## src/rtl/golden_nonce_uart_tx_if.sv

```systemverilog
// ============================================================================
// Module   : golden_nonce_uart_tx_if
// Brief    : Nonce strobe input and UART/status outputs of golden_nonce_uart_tx
// Revision : 1.0
// ============================================================================
`default_nettype none

interface golden_nonce_uart_tx_if #(
    parameter int FIFO_AW = 2
);
    logic               nonce_valid;
    logic [31:0]        nonce_in;
    logic               uart_tx;
    logic               busy;
    logic [FIFO_AW:0]   fifo_count;
    logic               overflow;

    modport master (
        output nonce_valid, nonce_in,
        input  uart_tx, busy, fifo_count, overflow
    );

    modport slave (
        input  nonce_valid, nonce_in,
        output uart_tx, busy, fifo_count, overflow
    );
endinterface

`default_nettype wire

```

## src/rtl/golden_nonce_uart_tx.sv

```systemverilog
// ============================================================================
// Module   : golden_nonce_uart_tx
// Brief    : Queues golden nonces in a FIFO and sends each as four 8N1 bytes
// Revision : 1.0
// ============================================================================
`default_nettype none

module golden_nonce_uart_tx #(
    parameter int BAUD_DIV = 868,
    parameter int FIFO_AW  = 2
) (
    input  wire logic              clk,
    input  wire logic              reset,
    golden_nonce_uart_tx_if.slave  bus
);
    localparam int DEPTH = 2 ** FIFO_AW;
    localparam int TW    = $clog2(BAUD_DIV);

    typedef enum logic [1:0] {
        S_IDLE  = 2'd0,
        S_START = 2'd1,
        S_DATA  = 2'd2,
        S_STOP  = 2'd3
    } state_t;

    state_t             r_state, w_state_n;
    logic [TW-1:0]      r_timer, w_timer_n;
    logic [2:0]         r_bit, w_bit_n;
    logic [1:0]         r_byte_idx, w_byte_idx_n;
    logic [31:0]        r_shift, w_shift_n;
    logic               r_tx, w_tx;
    logic               r_busy;
    logic [31:0]        r_mem [DEPTH];
    logic [FIFO_AW-1:0] r_wptr, r_rptr;
    logic [FIFO_AW:0]   r_count;
    logic               r_overflow;

    logic w_pop, w_push, w_full, w_bit_end;

    assign w_pop     = (r_state == S_IDLE) && (r_count != '0);
    assign w_full    = (r_count == (FIFO_AW+1)'(DEPTH));
    assign w_push    = bus.nonce_valid && (!w_full || w_pop);
    assign w_bit_end = (r_timer == TW'(BAUD_DIV - 1));

    always_comb begin
        w_state_n    = r_state;
        w_timer_n    = r_timer + 1'b1;
        w_bit_n      = r_bit;
        w_byte_idx_n = r_byte_idx;
        w_shift_n    = r_shift;
        w_tx         = 1'b1;
        case (r_state)
            S_IDLE: begin
                w_timer_n = '0;
                if (w_pop) begin
                    w_state_n    = S_START;
                    w_bit_n      = 3'd0;
                    w_byte_idx_n = 2'd0;
                    w_shift_n    = r_mem[r_rptr];
                end
            end
            S_START: begin
                w_tx = 1'b0;
                if (w_bit_end) begin
                    w_timer_n = '0;
                    w_bit_n   = 3'd0;
                    w_state_n = S_DATA;
                end
            end
            S_DATA: begin
                // Current byte always sits in the top 8 bits of the shift register
                w_tx = r_shift[{2'b11, r_bit}];
                if (w_bit_end) begin
                    w_timer_n = '0;
                    if (r_bit == 3'd7) begin
                        w_state_n = S_STOP;
                    end else begin
                        w_bit_n = r_bit + 3'd1;
                    end
                end
            end
            S_STOP: begin
                if (w_bit_end) begin
                    w_timer_n = '0;
                    if (r_byte_idx != 2'd3) begin
                        w_byte_idx_n = r_byte_idx + 2'd1;
                        w_shift_n    = {r_shift[23:0], 8'h00};
                        w_state_n    = S_START;
                    end else begin
                        w_state_n = S_IDLE;
                    end
                end
            end
            default: w_state_n = S_IDLE;
        endcase
    end

    // Outputs are registered from the current state, so the line lags the FSM by one clk
    always_ff @(posedge clk or posedge reset) begin
        if (reset) begin
            r_state    <= S_IDLE;
            r_timer    <= '0;
            r_bit      <= 3'd0;
            r_byte_idx <= 2'd0;
            r_shift    <= '0;
            r_tx       <= 1'b1;
            r_busy     <= 1'b0;
        end else begin
            r_state    <= w_state_n;
            r_timer    <= w_timer_n;
            r_bit      <= w_bit_n;
            r_byte_idx <= w_byte_idx_n;
            r_shift    <= w_shift_n;
            r_tx       <= w_tx;
            r_busy     <= (r_state != S_IDLE);
        end
    end

    always_ff @(posedge clk or posedge reset) begin
        if (reset) begin
            r_wptr     <= '0;
            r_rptr     <= '0;
            r_count    <= '0;
            r_overflow <= 1'b0;
        end else begin
            if (w_push) r_wptr <= r_wptr + 1'b1;
            if (w_pop)  r_rptr <= r_rptr + 1'b1;
            case ({w_push, w_pop})
                2'b10:   r_count <= r_count + 1'b1;
                2'b01:   r_count <= r_count - 1'b1;
                default: r_count <= r_count;
            endcase
            if (bus.nonce_valid && !w_push) r_overflow <= 1'b1;
        end
    end

    always_ff @(posedge clk) begin
        if (w_push) r_mem[r_wptr] <= bus.nonce_in;
    end

    assign bus.uart_tx    = r_tx;
    assign bus.busy       = r_busy;
    assign bus.fifo_count = r_count;
    assign bus.overflow   = r_overflow;

endmodule

`default_nettype wire

```

## src/flat_wrapper.sv

```systemverilog
// flat-port wrapper written by rule: the top's interface ports become plain ports
module golden_nonce_uart_tx_flat 
#(
    parameter int BAUD_DIV = 868,
    parameter int FIFO_AW  = 2
)
  (clk, reset, bus_nonce_valid, bus_nonce_in, bus_uart_tx, bus_busy, bus_fifo_count, bus_overflow);
  golden_nonce_uart_tx_if #(.FIFO_AW(FIFO_AW)) bus_i ();
  input  wire logic clk;
  input  wire logic reset;
  input wire logic [$bits(bus_i.nonce_valid)-1:0] bus_nonce_valid;
  input wire logic [$bits(bus_i.nonce_in)-1:0] bus_nonce_in;
  output wire logic [$bits(bus_i.uart_tx)-1:0] bus_uart_tx;
  output wire logic [$bits(bus_i.busy)-1:0] bus_busy;
  output wire logic [$bits(bus_i.fifo_count)-1:0] bus_fifo_count;
  output wire logic [$bits(bus_i.overflow)-1:0] bus_overflow;
  assign bus_i.nonce_valid = bus_nonce_valid;
  assign bus_i.nonce_in = bus_nonce_in;
  assign bus_uart_tx = bus_i.uart_tx;
  assign bus_busy = bus_i.busy;
  assign bus_fifo_count = bus_i.fifo_count;
  assign bus_overflow = bus_i.overflow;
  golden_nonce_uart_tx #(.BAUD_DIV(BAUD_DIV), .FIFO_AW(FIFO_AW)) u_core (.clk(clk), .reset(reset), .bus(bus_i));
endmodule
```

## config.mk

```make
export PLATFORM = sky130hd
export DESIGN_NAME = golden_nonce_uart_tx_flat
export DESIGN_NICKNAME = d
export VERILOG_FILES = /design/src/rtl/golden_nonce_uart_tx_if.sv /design/src/rtl/golden_nonce_uart_tx.sv /design/src/flat_wrapper.sv
export SDC_FILE = /design/constraint.sdc
export NUM_CORES = 1
export LEC_CHECK = 0
export CAP_MARGIN = 20
export CORE_ASPECT_RATIO = 1.4
export CORE_MARGIN = 3
export CORE_UTILIZATION = 40
export CTS_BUF_LIST = sky130_fd_sc_hd__clkbuf_8
export CTS_CLUSTER_DIAMETER = 50
export DETAILED_ROUTE_END_ITERATION = 16
export SETUP_SLACK_MARGIN = 0.1
export SLEW_MARGIN = 40
export SYNTH_ARGS = -nofsm -noshare
export SYNTH_HDL_FRONTEND = slang
export SYNTH_SLANG_ARGS = --single-unit
```

## constraint.sdc

```tcl
create_clock -name clk -period 4.2 [get_ports clk]
set_clock_uncertainty 0.15 [all_clocks]
set_input_delay 0.84 -clock clk [delete_from_list [all_inputs] [get_ports clk]]
set_output_delay 0.84 -clock clk [all_outputs]
set_load 0.02 [all_outputs]
```

# [Word-level counts from Yosys, hierarchy flattened]
# Memory sizes are Yosys's and may differ from the RTL's.
# Cells that the tools add are included.
[word_totals] ff_bits=59 latch_bits=0 mem_bits_rw=128 rom_bits=0 in_bits=35 out_inout_bits=6 wordCells=80 memories=1
[classes] addsub=7 multipliers=0 div_mod_pow=0 n_lt_le_gt_ge=1 eq_ne=16 shift=0 muxes=28 bitwise_logic=0 n_reduce_logical=16
[mem_list] name="u_core.r_mem" words=4 word_bits=32 read_ports=1 rd_clocked_by_memory_dff=0 wr=1 line="golden_nonce_uart_tx.sv:33" source="logic [31:0] r_mem [DEPTH];"
[ops] cell="32-bit two-way mux" count=3
[ops] cell="32-bit case mux with 2 select lines" count=1
[ops] cell="10-bit case mux with 2 select lines" count=1
[ops] cell="2-bit two-way mux" count=8
[ops] cell="3-bit two-way mux" count=4
[ops] cell="2-bit by 1-bit inequality test with 1-bit output (second input constant)" count=6
[ops] cell="10-bit by 1-bit adder with 10-bit output (second input constant)" count=1
[ops] cell="10-bit equality test (second input constant)" count=1
[ops] cell="10-bit two-way mux" count=1
[ops] cell="5-bit AND reduction" count=2
[ops] cell="3-bit case mux with 3 select lines" count=1
[ops] cell="2-bit case mux with 4 select lines" count=1
[ops] cell="2-bit by 1-bit adder with 2-bit output (second input constant)" count=3
[ops] cell="3-bit by 1-bit adder with 3-bit output (second input constant)" count=2
[ops] cell="2-bit equality test (second input constant)" count=3
[ops] cell="3-bit equality test (second input constant)" count=2
[ops] cell="5-bit by 6-bit < comparator with 1-bit output (second input constant)" count=1
[ops] cell="3-bit case mux with 2 select lines" count=1
[ops] cell="2-bit nonzero test" count=3
[ops] cell="3-bit nonzero test" count=2
[ops] cell="2-bit by 1-bit equality test with 1-bit output (second input constant)" count=2
[ops] cell="1-bit two-way mux" count=4
[ops] cell="2-bit inequality test (second input constant)" count=2
[ops] cell="2-bit case mux with 2 select lines" count=1
[ops] cell="other kinds (9)" count=12

# [Logic depth before layout (Yosys ltp)]
[depth] depth_word=6 mapped_depth=12 mapped_depth_nobuf=11

# [Worst setup path before layout]
# OpenSTA, ideal clock, no wires.
[synth_timing] kind="in2reg" from="input port bus_nonce_valid" to="memory u_core.r_mem[0][0], enable pin" setup_time_ns=0.392 t_arrival_ns=1.998 t_required_ns=3.658 slack_ns=1.660 cell_stages=3 n_path_buf=1 path_cell_list="nor2b_1 clkbuf_1 and2_1"
[synth_via] elab_chain_len=3
[synth_lines] item="start, declared" line="flat_wrapper.sv:11" source="input wire logic [$bits(bus_i.nonce_valid)-1:0] bus_nonce_valid;"
[synth_lines] item="1-bit logical AND" line="golden_nonce_uart_tx.sv:42" source="assign w_push = bus.nonce_valid && (!w_full || w_pop);"
[synth_lines] item="1-bit two-way mux" line="golden_nonce_uart_tx.sv:138" source="if (w_push) r_mem[r_wptr] <= bus.nonce_in;"
[synth_lines] item="1-bit two-way mux (implied by the code)" line="golden_nonce_uart_tx.sv:138"
[synth_lines] item="end, declared" line="golden_nonce_uart_tx.sv:33"
# No other way between the ends.

# [Worst setup path after layout]
[layout_timing] from="register u_core.r_state[0]" to="register u_core.r_count[2], in the netlist u_core.bus.fifo_count[2]"
[layout_via] elab_chain_len=6 elab_cells_between_ends=8 cone_classes="eq/ne: 2; mux: 1; reduce/logical: 5"
[layout_lines] item="start, declared" line="golden_nonce_uart_tx.sv:26" source="state_t r_state, w_state_n;"
[layout_lines] item="start signal, assigned" line="golden_nonce_uart_tx.sv:109" source="r_state <= w_state_n;"
[layout_lines] item="2-bit zero test (*)" line="golden_nonce_uart_tx.sv:40" source="assign w_pop = (r_state == S_IDLE) && (r_count != '0);"
[layout_lines] item="1-bit logical AND (*)" line="golden_nonce_uart_tx.sv:40"
[layout_lines] item="net u_core.w_pop" line="golden_nonce_uart_tx.sv:38" source="logic w_pop, w_push, w_full, w_bit_end;"
[layout_lines] item="1-bit logical OR" line="golden_nonce_uart_tx.sv:42"
[layout_lines] item="1-bit logical AND" line="golden_nonce_uart_tx.sv:42"
[layout_lines] item="2-bit by 1-bit equality test with 1-bit output / 2-bit equality test (equally long branches)" line="golden_nonce_uart_tx.sv:128" source="case ({w_push, w_pop})"
[layout_lines] item="3-bit case mux with 2 select lines / 2-bit nonzero test (equally long branches)"
[layout_lines] item="end signal, assigned" line="golden_nonce_uart_tx.sv:129" source="2'b10: r_count <= r_count + 1'b1;"
[layout_lines] item="end signal, assigned" line="golden_nonce_uart_tx.sv:130" source="2'b01: r_count <= r_count - 1'b1;"
[layout_lines] item="end signal, assigned" line="golden_nonce_uart_tx.sv:131" source="default: r_count <= r_count;"
[layout_lines] item="end, declared" line="golden_nonce_uart_tx.sv:35" source="logic [FIFO_AW:0] r_count;"
# The timed path passes the listed nets; every way through them passes the cells marked *.
# A chain may end at the register's enable or synchronous reset.

==> summary.md <==
| Metric | Value |
|---|---|
| Met2 wire length | 7480 µm |
| Routed vias/inst | 5.18 |
| Wire per inst | 18.4 µm |
| Flip-flop and latch count after synthesis | 187 |
| Status | completed |
| Dpl ws | 1230 ps |
| Via count | 3,830 |
| CTS tree | yes |
| Switch share | 31.5% |
| Area growth, synth to finish | 14.6% |
| Yosys warns | 0 |
| Hold_buf cts | 0 |
| Worst-path clk slew | 90 ps |
| Max Slew Vio Count | 0 |
| Final Cell Area | 0.00872 mm² |
| Pre-antenna DRT Iters | 4 |
| Setup crit end kind | flip-flop |
| Synth cell types | 40 |
| H-Tree Depth | 4 |
| Most frequent cells in the layout | 128 x edfxtp_1, 56 x dfrtp_1, 49 x o21ai_0 |
| Final Hold Viols | 0 |
| Setup CP Type | flip-flop to flip-flop |
| Pint | 4.06 mW |
| Worst r2r path cells | 10 |
| Die Ht | 169 µm |
| CP Launch Type | flip-flop |
| # DRC | 0 |
| DR top layer | met4 |
| Final hold slack | 318 ps |
| TNS Setup | 0 ps |
| Site Rows | 59 |
| Crit Path Max Fanout | 14 |
| N_diodes | 0 |
| Wire length on met1 | 5430 µm |
| Starting Density | 40.9% |
| # fillers | 1,603 |
| GRT Util Overall | 14.3% |
| Clk network pwr share | 22.3% |
| Post-DP Area | 0.00826 mm² |
| Reg power frac | 48.0% |
| Comb power frac | 29.7% |
| Largest net degree at the start of global routing | 40 |
| Leakage | 3.09 nW |
| Hold Crit Start | u_core.bus.overflow$_DFFE_PP0P_ |
| Final setup fails | 0 |
| Storage element area | 0.00533 mm² |
| Post-DP HPWL | 8570 µm |
| Syn nets | 490 |
| Setup Fix Bufs, Post-CTS | 0 |
| Min-Delay Endpoint | u_core.bus.overflow$_DFFE_PP0P_ |
| Synth Area per Inst | 17.3 µm² |
| Worst EP required | 4420 ps |
| I/O pin count | 41 |
| Worst rel slew slack | 55.4% |
| Power per Cell Area | 681 mW/mm² |
| Core area | 0.0186 mm² |
| Clock Sinks | 187 |
| Post-Syn Area | 0.00761 mm² |
| R2R setup slack | 1290 ps |
| RePlAce Congestion | 0.755 |
| Final Cycle Share | 69.3% |
| Footprint of the multi-input gates | 0.00212 mm² |
| Commonest non-fill, non-tap cell in the layout | edfxtp_1 |
| FF-to-FF Start | u_core.r_state[0]$_DFFE_PP0P_ |
| Max Buffers Root-to-Sink | 2 |
| Psw | 1.87 mW |
| R2r endpoint | u_core.bus.fifo_count[2]$_DFFE_PP0P_ |
| Sequential share of the synthesized area | 69.9% |
| Initial antenna violation count | 0 |
| Fin worst setup slack | 1290 ps |
| Met3 Routed Length | 406 µm |
| Unrepaired setup endpoints after global routing | no |
| DR iter-0 viols | 187 |
| Arrival @ worst endpoint | 3130 ps |
| Vias in the first global route | 4,056 |
| Cells after synthesis | 440 |
| Area of the die | 0.0207 mm² |
| Clock root cell | clkbuf_8 |
| Worst-Margin Slew | 668 ps |
| Worst hold path class | flip-flop to flip-flop |
| WL final | 13,600 µm |
| Layout cells sized above 1 | 16.7% |
| Net count, final | 533 |
| Overflow after GRT | 0 |
| Skew-Pair Late Insertion Delay | 450 ps |
| Hold Crit Depth | 1 |
| Max Cap Viol | 0 |
| Die W | 123 µm |
| Cts repair resizes | 0 |
| Max IR drop VDD | 0.278 mV |
| FMAX | 344 MHz |
| Port bufs | 40 |
| ANT nets after route | 0 |
| CTS Buf Count | 17 |
| Final Critical Period | 2910 ps |
| First-pass GRT wire length | 22,200 µm |
## flip-flops by register name (all words and copies together), names as in the netlist
name and cells:
u_core.r_mem 128, u_core.r_wptr 2, u_core.bus.uart_tx 1, u_core.r_timer 10, u_core.bus.busy 1, u_core.r_byte_idx 2
u_core.r_shift 32, u_core.r_rptr 2, u_core.r_bit 3, u_core.bus.fifo_count 3, u_core.r_state 2, u_core.bus.overflow 1
## critical path, stage by stage (launching register included)
cell	delay (ps)
dfrtp_1	430
inv_1	150
ha_1	490
inv_1	200
nor2_1	330
ha_1	250
inv_1	60
fa_1	370
xor2_1	150
nor2_1	110
xor2_1	150
## power groups by stage
stage | Combinational (mW) | Clock [mW] | Sequential [mW]
floorplan | 1.45 | 0 | 2.71
global placement | 1.76 | 0 | 2.88
detailed placement | 1.80 | 0 | 2.91
CTS | 1.81 | 1.37 | 2.87
global route | 1.97 | 1.44 | 2.92
finish | 1.76 | 1.32 | 2.85
## per-layer routing
layer / global-route usage (%) / vias up
li1: - / 1782
met1: 17.2 / 1967
met3: 3.17 / 16
met5: 0 / -
met2: 24.7 / 65
met4: 5.99 / 0
## stage by stage
| step | cells | power [mW] | utilization, % |
|---|---|---|---|
| 4_1_cts | 740 | 6.04 | 46.8 |
| 3_5_place_dp | 708 | 4.71 | 44.4 |
| 5_1_grt | 740 | 6.33 | 46.9 |
| 2_1_floorplan | 440 | 4.15 | - |
| 3_3_place_gp | 708 | 4.64 | 44.4 |
| 6_report | 740 | 5.94 | 46.9 |
## worst max path at each step
stage	start	endpoint	slack, ps	cells after the start
after CTS	u_core.r_state[0]$_DFFE_PP0P_	u_core.bus.fifo_count[2]$_DFFE_PP0P_	1270	11
after detailed placement	bus_nonce_valid	u_core.bus.fifo_count[2]$_DFFE_PP0P_	1230	9
after global placement	bus_nonce_valid	u_core.r_mem[0][26]$_DFFE_PP_	1260	4
after global routing	u_core.r_state[0]$_DFFE_PP0P_	u_core.bus.fifo_count[2]$_DFFE_PP0P_	1040	11
after floorplan	bus_nonce_valid	u_core.r_mem[0][0]$_DFFE_PP_	1660	3
final	u_core.r_state[0]$_DFFE_PP0P_	u_core.bus.fifo_count[2]$_DFFE_PP0P_	1290	10
## area by class of cell
class | instances | share of cell area [%]
clock buffers | 17 | 2.68
inverters | 14 | 0.617
well taps | 244 | 3.50
clock inverters | 15 | 2.50
flip-flops and latches | 187 | 61.1
repair buffers | 48 | 5.28
multi-input cells | 215 | 24.3
## synthesized netlist by cell type
cell,n,area (µm²)
buf_6,4,45.0
buf_2,7,35.0
a31o_2,1,8.76
and4b_2,1,11.3
dfrtp_1,58,1450
o21ai_0,49,245
xnor2_1,9,78.8
nor3_1,14,70.1
nand2_1,8,30.0
nor2b_1,3,18.8
or2_1,1,6.26
dfstp_2,1,26.3
edfxtp_1,128,3840
and2_1,6,37.5
nor4b_2,1,15.0
xor2_1,5,43.8
nor4_1,1,6.26
and3_1,3,18.8
mux4_2,34,766
nand3_1,5,25.0
o21ai_1,2,10.0
o31ai_1,2,15.0
mux2i_1,27,270
a21oi_1,2,10.0
nor2_1,6,22.5
a22o_1,8,70.1
a211oi_1,2,15.0
inv_1,14,52.6
ha_1,14,175
a32o_1,2,20.0
mux2_2,1,11.3
clkbuf_1,10,37.5
nor4b_1,1,8.76
o211a_1,1,10.0
nor3_4,1,16.3
nor3b_1,2,15.0
fa_1,1,20.0
buf_1,3,11.3
a21o_1,1,7.51
a41oi_4,1,27.5
## logic make-up (layout without fill, tap and decap cells)
logic type	Yosys count	in the layout	synth area share [%]
buffers and inverters	38	94	2.38
AOI/OAI and AO/OA	71	71	5.77
muxes	62	62	13.8
adders and majority gates	15	15	2.57
DFF	187	187	69.9
and+or+nand+nor	53	53	3.96
xor gates and xnor gates	14	14	1.61
(Power assumes the default switching activity.)
